File: config.mk
export PLATFORM = sky130hd
export DESIGN_NAME = dp_control_sequencer
export DESIGN_NICKNAME = d
export VERILOG_FILES = /design/src/rtl/dp_control_sequencer.sv
export SDC_FILE = /design/constraint.sdc
export NUM_CORES = 1
export LEC_CHECK = 0
export ABC_AREA = 1
export CAP_MARGIN = 20
export CORE_UTILIZATION = 40
export CTS_BUF_LIST = sky130_fd_sc_hd__clkbuf_4 sky130_fd_sc_hd__clkbuf_8
export CTS_CLUSTER_SIZE = 40
export DETAILED_ROUTE_END_ITERATION = 6
export GPL_ROUTABILITY_DRIVEN = 0
export HOLD_SLACK_MARGIN = 0.15
export PLACE_DENSITY_LB_ADDON = 0.2
export SYNTH_ARGS = -nofsm -noshare
export SYNTH_HDL_FRONTEND = slang
export SYNTH_SLANG_ARGS = --single-unit
File: constraint.sdc
create_clock -name clk -period 3.95 [get_ports clk]
set_clock_uncertainty 0.15 [all_clocks]
set_input_delay 0.9875 -clock clk [delete_from_list [all_inputs] [get_ports clk]]
set_output_delay 0.9875 -clock clk [all_outputs]
set_load 0.03 [all_outputs]
File: src/rtl/dp_control_sequencer.sv
// dp_control_sequencer: control stage for the register-file/ALU datapath.
// Accepts one instruction per valid/ready handshake, decodes it into register
// addresses and ALU controls, then writes the captured ALU result back two
// cycles later. Illegal ops and writes to R15 are rejected with an err pulse.
module dp_control_sequencer #(
    parameter int         DATA_W  = 32,
    parameter int         ADDR_W  = 4,
    parameter logic [2:0] MLA_OP  = 3'b110,
    parameter logic [2:0] ILLEGAL = 3'b111
) (
    input  logic              clk,
    input  logic              reset,
    input  logic              instr_valid,
    output logic              instr_ready,
    input  logic [31:0]       instr,
    input  logic [DATA_W-1:0] ALUResult,
    output logic [ADDR_W-1:0] RA1,
    output logic [ADDR_W-1:0] RA2,
    output logic [ADDR_W-1:0] RA3,
    output logic [ADDR_W-1:0] WA,
    output logic [DATA_W-1:0] WD,
    output logic              RegWrite,
    output logic [2:0]        ALUControl,
    output logic              MLA_Select,
    output logic              done,
    output logic              err,
    output logic [DATA_W-1:0] result
);

    typedef enum logic [1:0] {
        IDLE = 2'd0,
        EXEC = 2'd1,
        WB   = 2'd2
    } state_t;

    state_t              state_q, state_d;
    logic [2:0]          op_q, op_d;
    logic [ADDR_W-1:0]   rn_q, rn_d;
    logic [ADDR_W-1:0]   rm_q, rm_d;
    logic [ADDR_W-1:0]   ra_q, ra_d;
    logic [ADDR_W-1:0]   rd_q, rd_d;
    logic                mla_q, mla_d;
    logic [DATA_W-1:0]   wd_q, wd_d;
    logic [DATA_W-1:0]   result_q, result_d;
    logic                regwrite_q, regwrite_d;
    logic                done_q, done_d;
    logic                err_q, err_d;
    logic                legal;

    // Instruction bits outside the decoded fields carry no meaning here.
    logic unused_instr_bits;
    assign unused_instr_bits = ^{instr[31:28], instr[24:20], instr[7:4]};

    // An instruction may write back only if its op is implemented and it does not target R15.
    assign legal = (op_q != ILLEGAL) && (rd_q != {ADDR_W{1'b1}});

    // Next-state, instruction latch, write-back capture and pulse generation.
    always_comb begin
        state_d    = state_q;
        op_d       = op_q;
        rn_d       = rn_q;
        rm_d       = rm_q;
        ra_d       = ra_q;
        rd_d       = rd_q;
        mla_d      = mla_q;
        wd_d       = wd_q;
        result_d   = result_q;
        regwrite_d = 1'b0;
        done_d     = 1'b0;
        err_d      = 1'b0;
        case (state_q)
            IDLE: begin
                if (instr_valid) begin
                    op_d    = instr[27:25];
                    rn_d    = instr[16 +: ADDR_W];
                    rd_d    = instr[12 +: ADDR_W];
                    ra_d    = instr[8 +: ADDR_W];
                    rm_d    = instr[0 +: ADDR_W];
                    mla_d   = (instr[27:25] == MLA_OP);
                    state_d = EXEC;
                end
            end
            EXEC: begin
                if (legal) begin
                    wd_d       = ALUResult;
                    regwrite_d = 1'b1;
                    done_d     = 1'b1;
                    state_d    = WB;
                end else begin
                    err_d   = 1'b1;
                    state_d = IDLE;
                end
            end
            WB: begin
                result_d = wd_q;
                state_d  = IDLE;
            end
            default: begin
                state_d = IDLE;
            end
        endcase
    end

    // Single state register; reset aborts any instruction in flight and drops RegWrite at once.
    always_ff @(posedge clk or posedge reset) begin
        if (reset) begin
            state_q    <= IDLE;
            op_q       <= '0;
            rn_q       <= '0;
            rm_q       <= '0;
            ra_q       <= '0;
            rd_q       <= '0;
            mla_q      <= 1'b0;
            wd_q       <= '0;
            result_q   <= '0;
            regwrite_q <= 1'b0;
            done_q     <= 1'b0;
            err_q      <= 1'b0;
        end else begin
            state_q    <= state_d;
            op_q       <= op_d;
            rn_q       <= rn_d;
            rm_q       <= rm_d;
            ra_q       <= ra_d;
            rd_q       <= rd_d;
            mla_q      <= mla_d;
            wd_q       <= wd_d;
            result_q   <= result_d;
            regwrite_q <= regwrite_d;
            done_q     <= done_d;
            err_q      <= err_d;
        end
    end

    assign instr_ready = (state_q == IDLE);
    assign RA1         = rn_q;
    assign RA2         = rm_q;
    assign RA3         = ra_q;
    assign WA          = rd_q;
    assign WD          = wd_q;
    assign ALUControl  = op_q;
    assign MLA_Select  = mla_q;
    assign RegWrite    = regwrite_q;
    assign done        = done_q;
    assign err         = err_q;
    assign result      = result_q;

endmodule

==> results of run 1 <==
[worst reg2reg max path, stage by stage (launching register included)]
cell,delay [ns]
dfrtp_1,0.42
inv_2,0.51
nand2_1,0.62
buf_8,0.34
nand2_1,0.07
nand2_1,0.05
[cell families after synthesis]
family	after synthesis
and+or+nand+nor	258
buffers and inverters	34
AOI/OAI and AO/OA	3
DFF	88
[area by class of cell]
class	instances	area share
clock inverters	3	0.0130
flip-flops and latches	88	0.424
clock buffers	12	0.0282
multi-input cells	261	0.221
well taps	105	0.0253
inverters	8	0.00627
repair buffers	147	0.282
[state kept, by name, summed over array words and instances, names as in the netlist, 2 cells and up]
name	count
RA1	4
WA	4
result	32
RA3	4
state_q	2
RA2	4
ALUControl	3
WD	32
[layout by cell type, fill, tap and decap left out]
cell               n
a21boi_0           1
buf_4              5
buf_8              1
bufinv_16          2
clkbuf_4           3
clkbuf_8           9
clkdlybuf4s50_1  141
clkinv_2           2
clkinvlp_4         1
dfrtp_1           88
inv_1              5
inv_2              1
nand2_1          188
nand2_2            1
nand3_1           34
nand3_4            1
nand4_1           32
nor2_4             1
nor2_8             1
o21ai_0            2
[power breakdown]
| part | switching (uW) | internal, uW |
|---|---|---|
| sequential | 256 | 1280 |
| combinational | 1360 | 872 |
| clock | 302 | 375 |
[through the flow]
| stage | instance area [sq um] | hold slack, ns | setup WS (ns) |
|---|---|---|---|
| after CTS | 5190 | 0.327 | 1.23 |
| after global routing | 5190 | 0.342 | 1.19 |
| after detailed placement | 4980 | 0.308 | 1.35 |
| after floorplan | 3540 | 0.489 | 0.534 |
| after global placement | 4960 | 0.302 | 1.41 |
| final | 5190 | 0.321 | 1.25 |
[synthesized netlist by cell type (2+ instances only)]
library cell  count  area (sq um)
nand3_1          34           170
buf_2            11          55.1
buf_4             5          37.5
inv_1             6          22.5
buf_6             4          45.0
clkbuf_1          5          18.8
o21ai_0           2          10.0
dfrtp_1          88          2200
nand2_1         188           706
nand4_1          32           200
[final timing paths]
| kind | start | end | depth (start not counted) |
|---|---|---|---|
| max in group asynchronous | reset | WD[0] | 3 |
| setup reg to reg | state_q[0] | result[0] | 5 |
| setup / recovery | state_q[1] | instr_ready | 2 |
| hold / removal | result[18] | result[18] | 2 |
| min in group asynchronous | reset | WD[3] | 2 |
| hold reg to reg | result[18] | result[18] | 2 |
[per-layer routing]
metal  vias up  GRT usage  share of wire
met2        90      0.365           0.50
li1       1489          -              -
met4         0     0.0522         0.0065
met1      1480      0.281           0.42
met3         4     0.0687          0.072
met5         -          0              0
==> run_results.csv, run 1 <==
group,metric,value,unit
yosys,ys_types,18,
placed_design,hpwl,6.21,mm
yosys,synthAdderAreaFrac,0,
timing,tns,0,ns
floorplan,die_h,96.1,um
setup_path,cp_max_fo,2,
cts,post_cts_resized,0,
global_routing,overflow,0,
setup_path,cp_top_family,"buffers and inverters",
yosys,synthMuxAreaShare,0,
setup_path,critPathCaptureType,"output port",
yosys,synth-simple-area-share,0.319,
drt,drt_iter0_drc,131,
timing,rsz0062_at_grt,"no",
setup_path,critPathKind,"register to output port",
cts,cts_sinks,88,
cts,cts_root_buf,"clkbuf_8",
finish,num-fill-cells,753,
timing,post-route-min-period,2.70,ns
timing,hold_viol,0,
run_status,status,"finished clean",
worst_hold_path,hp-class,"register to register",
pwr,pwr_density_cell,855,nW/um^2
finish,fin_cells,624,
finish,finalCoreUtilization,0.619,
finish,multi_input_area,1150,sq um
pwr,p_total,4440,uW
yosys,syn_area_per_cell,9.25,sq um
yosys,ys_seq_area_frac,0.622,
drt,postRouteWirelength,9.44,mm
global_routing,grt_max_degree,44,
finish,area_growth,46.6,%
drt,route.detailed.drc,0,
drt,drt-pass1-iter-count,4,
setup_path,max_stage_delay,0.68,ns
cts,holdBufCountCts,0,
floorplan,core,8380,sq um
setup_path,cp.required,2.81,ns
finish,num-nets-final,582,
global_routing,grt_usage,0.220,
setup_path,startpoint_type,"register",
global_routing,grt_pass1_vias,3022,
yosys,synthFlopType,"dfrtp_1",
setup_path,cp_cell_sequence,"nor2_4 -> clkdlybuf4s50_1",
timing,setup-violations-final,0,
placed_design,dp_cells,609,
timing,fin_crit_sh,0.683,
yosys,synth.cell_area,3540,sq um
drt,vias,3063,
setup_path,crit_buf_inv,1,
cts,postCtsSetupBuffers,0,
floorplan,die_width,96.1,um
timing,drv_slew,0,
global_routing,grt_pass1_wl,15.3,mm
flow_run,drv_cap,0,
drt,antenna_left,0,
floorplan,num_rows,33,
timing,max_freq,0.371,GHz
setup_path,slowest_stage,"clkdlybuf4s50_1",
global_routing,grt_antenna_before_repair,0,
finish,seqCellArea,2200,sq um
yosys,synthArstFlopShare,1.00,
pwr,leakagePower,0.00256,uW
cts,cts_tree,"done",
finish,layout-drive-gt1-share,0.0539,
finish,antenna_cells,0,
setup_path,r2r_slack,1.69,ns
yosys,yosys_warnings,0,
yosys,synth_cells,383,
setup_path,arrival,1.56,ns
cts,numCtsBuffers,9,
timing,slew-limit-headroom,0.493,
cts,clock_latency,0.34,ns
floorplan,dieArea,9240,sq um
floorplan,start_util,0.423,
cts,cts_max_level,3,
yosys,synth_xor_xnor_area_share,0,
pwr,vdd_drop_max,0.445,mV
cts,cts.path.max_buffers,2,
yosys,synth_top_family_by_area,"simple AND/OR/NAND/NOR gates",
placed_design,port_buffers,141,
yosys,synth_edf_count,0,
yosys,ys_ff_latch,88,
floorplan,ios,155,
yosys,synth_compound_area_frac,0.00495,
drt,avgRoutedWirePerCell,15.1,um
yosys,syn_nets,450,
timing,worstMarginPinSlew,0.760,ns
drt,vias_per_cell,4.91,
cts,path_clk_slew,0.07,ns
Power figures use the tool's default switching activity.
==> run 2: changes to the inputs <==
- CORE_UTILIZATION: 40 -> 39
- clock period: 3.95 -> 2.3 ns (I/O delays scaled with it)
==> run 2 against run 1 <==
  * First-iteration DRC count shrank 23%
  * Die area up 2.5%
  * Clock power rose by 58%
  * Critical path depth fell by 1
  * Worst setup slack worse by 1.1 ns
  * Utilization decreased by 2.4 points
  * Hold slack about the same
  * Combinational power grew 72%
  * Register-to-register slack worse by 1.3 ns
  * Final area grew 0.51%
  * Global-route usage down 1.4 points
  * Largest cell class unchanged
==> run_results.csv, run 2 (same netlist as run 1, synthesis figures left out) <==
group,metric,value,unit
run_status,status,"finished clean",
timing,setup-violations-final,0,
setup_path,crit-reg2reg-capture,"WD[28]",
cts,numCtsBuffers,9,
cts,cts_root_buf,"clkbuf_8",
pwr,p_total,7540,uW
floorplan,core,8760,sq um
cts,postCtsSetupBuffers,0,
cts,clock_latency,0.35,ns
timing,holdWs,0.321,ns
setup_path,critPathKind,"register to output port",
placed_design,hpwl,6.11,mm
cts,cts_tree,"done",
drt,vias_per_cell,4.86,
cts,path_clk_slew,0.08,ns
setup_path,cp.required,1.57,ns
finish,layout-drive-gt1-share,0.0631,
placed_design,port_buffers,141,
drt,route.detailed.drc,0,
floorplan,die_width,97.3,um
setup_path,cp_max_fo,3,
setup_path,arrival,1.44,ns
timing,max_freq,0.462,GHz
setup_path,startpoint_type,"register",
pwr,vdd_drop_max,0.689,mV
setup_path,r2r_start,"state_q[1]",
global_routing,grt_pass1_wl,15.5,mm
setup_path,critPathCaptureType,"output port",
finish,area_growth,47.3,%
timing,post-route-min-period,2.17,ns
setup_path,max_stage_delay,0.70,ns
finish,num-nets-final,586,
global_routing,grt_pass1_vias,3095,
cts,cts_sinks,88,
global_routing,grt_antenna_before_repair,0,
floorplan,ios,155,
global_routing,grt_usage,0.206,
finish,final_common_cell,"nand2_1",
floorplan,die_h,97.3,um
finish,antenna_cells,0,
global_routing,overflow,0,
pwr,leakagePower,0.00256,uW
cts,post_cts_resized,1,
timing,slew-limit-headroom,0.703,
drt,vias,3067,
drt,antenna_left,0,
drt,drt_iter0_drc,101,
floorplan,start_util,0.404,
timing,worstMarginPinSlew,0.446,ns
drt,drt-pass1-iter-count,4,
setup_path,cp_top_family,"buffers and inverters",
floorplan,dieArea,9470,sq um
global_routing,grt_max_degree,84,
drt,avgRoutedWirePerCell,14.6,um
timing,drv_slew,0,
worst_hold_path,hp-class,"input port to asynchronous set/reset pin",
cts,cts_max_level,3,
floorplan,num_rows,34,
timing,hold_viol,0,
setup_path,r2r_cells,5,
setup_path,crit_buf_inv,1,
cts,cts.path.max_buffers,2,
timing,rsz0062_at_grt,"no",
setup_path,slowest_stage,"clkdlybuf4s50_1",
timing,fin_crit_sh,0.942,
flow_run,drv_cap,0,
setup_path,cp_cell_sequence,"clkdlybuf4s50_1",
pwr,pwr_density_cell,1450,nW/um^2
drt,postRouteWirelength,9.24,mm
finish,layout_common_cells,"nand2_1 (188), clkdlybuf4s50_1 (140), dfrtp_1 (88)",
setup_path,r2r_slack,0.38,ns
timing,tns,0,ns
cts,holdBufCountCts,0,
run 2: changes by cell type in the layout (fill, tap and decap cells not counted), sizes merged:
cell,change
dlygate4sd2,+1
clkinvlp,+1
clkdlybuf4s50,-1
buf,+4
bufinv,-1
run 2: final cells by class:
cell class / instances / area (sq um)
timing repair buffer: 151 / 1500
clock buffer: 12 / 153
fill: 753 / 3540
inverter: 8 / 35.0
clock inverter: 3 / 42.5
sequential: 88 / 2200
tap: 108 / 135
multi-input combinational: 261 / 1150
run 2: how the worst max path moves through the flow:
stage / from / depth (start not counted) / slack [ns] / endpoint
6_report: WD[29] / 1 / 0.13 / WD[29]
5_1_grt: WD[29] / 1 / 0.07 / WD[29]
4_1_cts: WD[29] / 1 / 0.12 / WD[29]
3_3_place_gp: instr_valid / 5 / 0.34 / RA2[2]
3_5_place_dp: instr_valid / 5 / 0.31 / RA2[3]
2_1_floorplan: reset / 1 / 0.55 / ALUControl[0]
run 2: per-stage QoR:
| step | utilization | std cells | worst slack, ns | area [sq um] |
|---|---|---|---|---|
| after global placement | 0.573 | 616 | 0.337 | 5020 |
| after floorplan | - | 383 | 0.553 | 3550 |
| final | 0.596 | 631 | 0.134 | 5220 |
| after detailed placement | 0.573 | 616 | 0.310 | 5020 |
| after global routing | 0.596 | 631 | 0.0653 | 5220 |
| after CTS | 0.596 | 631 | 0.115 | 5220 |
run 2: worst register-to-register path: stages, from the launching register on:
cell     delay, ns
dfrtp_1       0.41
buf_4         0.27
nor2_8        0.32
nand3_4       0.41
nand2_1       0.18
nand2_1       0.06
run 2: report_power, final:
group          switching [uW]  internal [uW]
sequential                448           2190
combinational            2320           1510
clock                     519            549
total                    3290           4260
run 2: layer usage:
metal	part of all wire	track usage	vias up	routed length [um]
met5	0	0	-	0
met4	0.013	0.0781	0	123
met3	0.072	0.0489	9	664
met2	0.47	0.327	111	4380
met1	0.44	0.277	1445	4070
li1	-	-	1502	-
==> run 3: changes to the inputs <==
- CORE_MARGIN: default -> 1.5
- REMOVE_ABC_BUFFERS: default -> 1
==> run 3 against run 2 <==
  * Die area is 2.1% higher
  * Count of clock-buffer cells in the layout did not move
  * Wire length is 0.80% higher
  * Non-clock buffer count rose by 1
  * Worst setup slack worse by 0.0065 ns
  * Via count did not move
==> run_results.csv, run 3 (same netlist as run 1, synthesis figures left out) <==
group,metric,value,unit
timing,fin_crit_sh,0.945,
floorplan,die_h,98.3,um
cts,cts_tree,"done",
drt,route.detailed.drc,0,
pwr,pwr_density_cell,1460,nW/um^2
timing,post-route-min-period,2.17,ns
finish,num-fill-cells,758,
pwr,power.switching,3310,uW
drt,vias_per_cell,4.85,
timing,drv_slew,0,
drt,antenna_left,0,
setup_path,r2r_slack,0.40,ns
drt,vias,3067,
timing,slew-limit-headroom,0.705,
floorplan,ios,155,
setup_path,crit_buf_inv,1,
flow_run,drv_cap,0,
floorplan,start_util,0.404,
setup_path,cp_max_fo,3,
pwr,p_seq_frac,0.341,
finish,fin_cells,632,
cts,clock_latency,0.35,ns
cts,post_cts_resized,1,
global_routing,overflow,0,
cts,holdBufCountCts,0,
drt,drt-met1-wl,4.27,mm
setup_path,arrival,1.45,ns
drt,drt-pass1-iter-count,4,
global_routing,grt_usage,0.194,
timing,hold_viol,0,
floorplan,die_width,98.3,um
setup_path,startpoint_type,"register",
finish,layout-drive-gt1-share,0.0649,
drt,highest_layer,"met4",
worst_hold_path,hp-class,"register to register",
placed_design,pre_cts_slack,0.301,ns
drt,dr_wl_met3,837,um
global_routing,grt_pass1_vias,2909,
setup_path,max_stage_delay,0.70,ns
setup_path,critPathKind,"register to output port",
timing,setup-violations-final,0,
cts,cts_max_level,3,
cts,numCtsBuffers,9,
setup_path,cp.depth,1,
global_routing,grt_antenna_before_repair,0,
floorplan,num_rows,34,
timing,max_freq,0.460,GHz
pwr,p_int,4390,uW
finish,layout_common_cells,"nand2_1 (188), clkdlybuf4s50_1 (140), dfrtp_1 (88)",
timing,worstMarginPinSlew,0.442,ns
pwr,vdd_drop_max,0.550,mV
cts,postCtsSetupBuffers,0,
finish,num-nets-final,587,
timing,rsz0062_at_grt,"no",
cts,cts.path.max_buffers,2,
drt,avgRoutedWirePerCell,14.7,um
worst_hold_path,hold_depth,2,
timing,setup_ws,0.127,ns
pwr,combinationalPowerShare,0.503,
global_routing,grt_max_degree,48,
pwr,p_sw_frac,0.430,
global_routing,grt_pass1_wl,14.8,mm
floorplan,core,8760,sq um
pwr,leakagePower,0.00260,uW
run_status,status,"finished clean",
setup_path,slowest_stage,"clkdlybuf4s50_1",
drt,met2_length,4.08,mm
cts,path_clk_slew,0.08,ns
setup_path,r2r_cells,5,
finish,final_common_cell,"nand2_1",
placed_design,dp_cells,617,
timing,tns,0,ns
setup_path,cp_top_family,"buffers and inverters",
setup_path,cp_cell_sequence,"clkdlybuf4s50_1",
drt,drt_iter0_drc,123,
pwr,clkPwrFrac,0.156,
drt,postRouteWirelength,9.32,mm
placed_design,hpwl,6.17,mm
setup_path,cp.required,1.57,ns
finish,antenna_cells,0,
floorplan,dieArea,9660,sq um
finish,area_growth,49.0,%
placed_design,port_buffers,141,
cts,cts_sinks,88,
cts,cts_root_buf,"clkbuf_8",
setup_path,critPathCaptureType,"output port",
==> run 3: changes by cell type in the layout (fill, tap and decap cells not counted), sizes merged <==
cell | before | now
clkinvlp | 2 | 0
buf | 10 | 11
bufinv | 1 | 2
clkinv | 2 | 3
==> run 3: power by group through the flow <==
stage	clock [uW]	sequential, uW	combinational [uW]
after floorplan	0	3920	816
after global placement	0	2630	3860
after detailed placement	0	2650	3910
after CTS	1220	2630	3920
after global routing	1280	2720	4120
final	1200	2630	3870
==> run 3: worst paths after layout <==
kind                          startpoint            end
hold reg to reg                result[9]      result[9]
max in group asynchronous          reset          WD[4]
hold / removal                 result[9]      result[9]
min in group asynchronous          reset         WD[18]
setup reg to reg              state_q[1]         WD[10]
setup / recovery           ALUControl[2]  ALUControl[2]
==> run 3: worst reg2reg max path, cell delays in order (launching register included) <==
cell and delay [ns]:
dfrtp_1 0.41, buf_4 0.28, nor2_8 0.29, nand3_4 0.39, nand2_1 0.19, nand2_1 0.07
==> run 3: through the flow <==
stage | power [uW] | area [sq um] | hold slack, ns | util
detailed placement | 6560 | 5050 | 0.307 | 0.577
floorplan | 4740 | 3380 | 0.509 | -
finish | 7700 | 5280 | 0.323 | 0.602
global placement | 6490 | 5050 | 0.302 | 0.577
CTS | 7770 | 5280 | 0.328 | 0.602
global route | 8110 | 5280 | 0.341 | 0.602
==> run 3: cell type report <==
type,count,area (sq um),area share
flip-flops and latches,88,2200,0.417
repair buffers,152,1530,0.290
multi-input cells,261,1150,0.219
clock buffers,12,159,0.0301
well taps,108,135,0.0256
clock inverters,3,65.1,0.0123
inverters,8,32.5,0.00616
==> run 3: routing by layer <==
layer,vias up,track usage
met5,-,0
met4,0,0.0661
met3,11,0.0580
met2,114,0.298
met1,1431,0.265
li1,1511,-
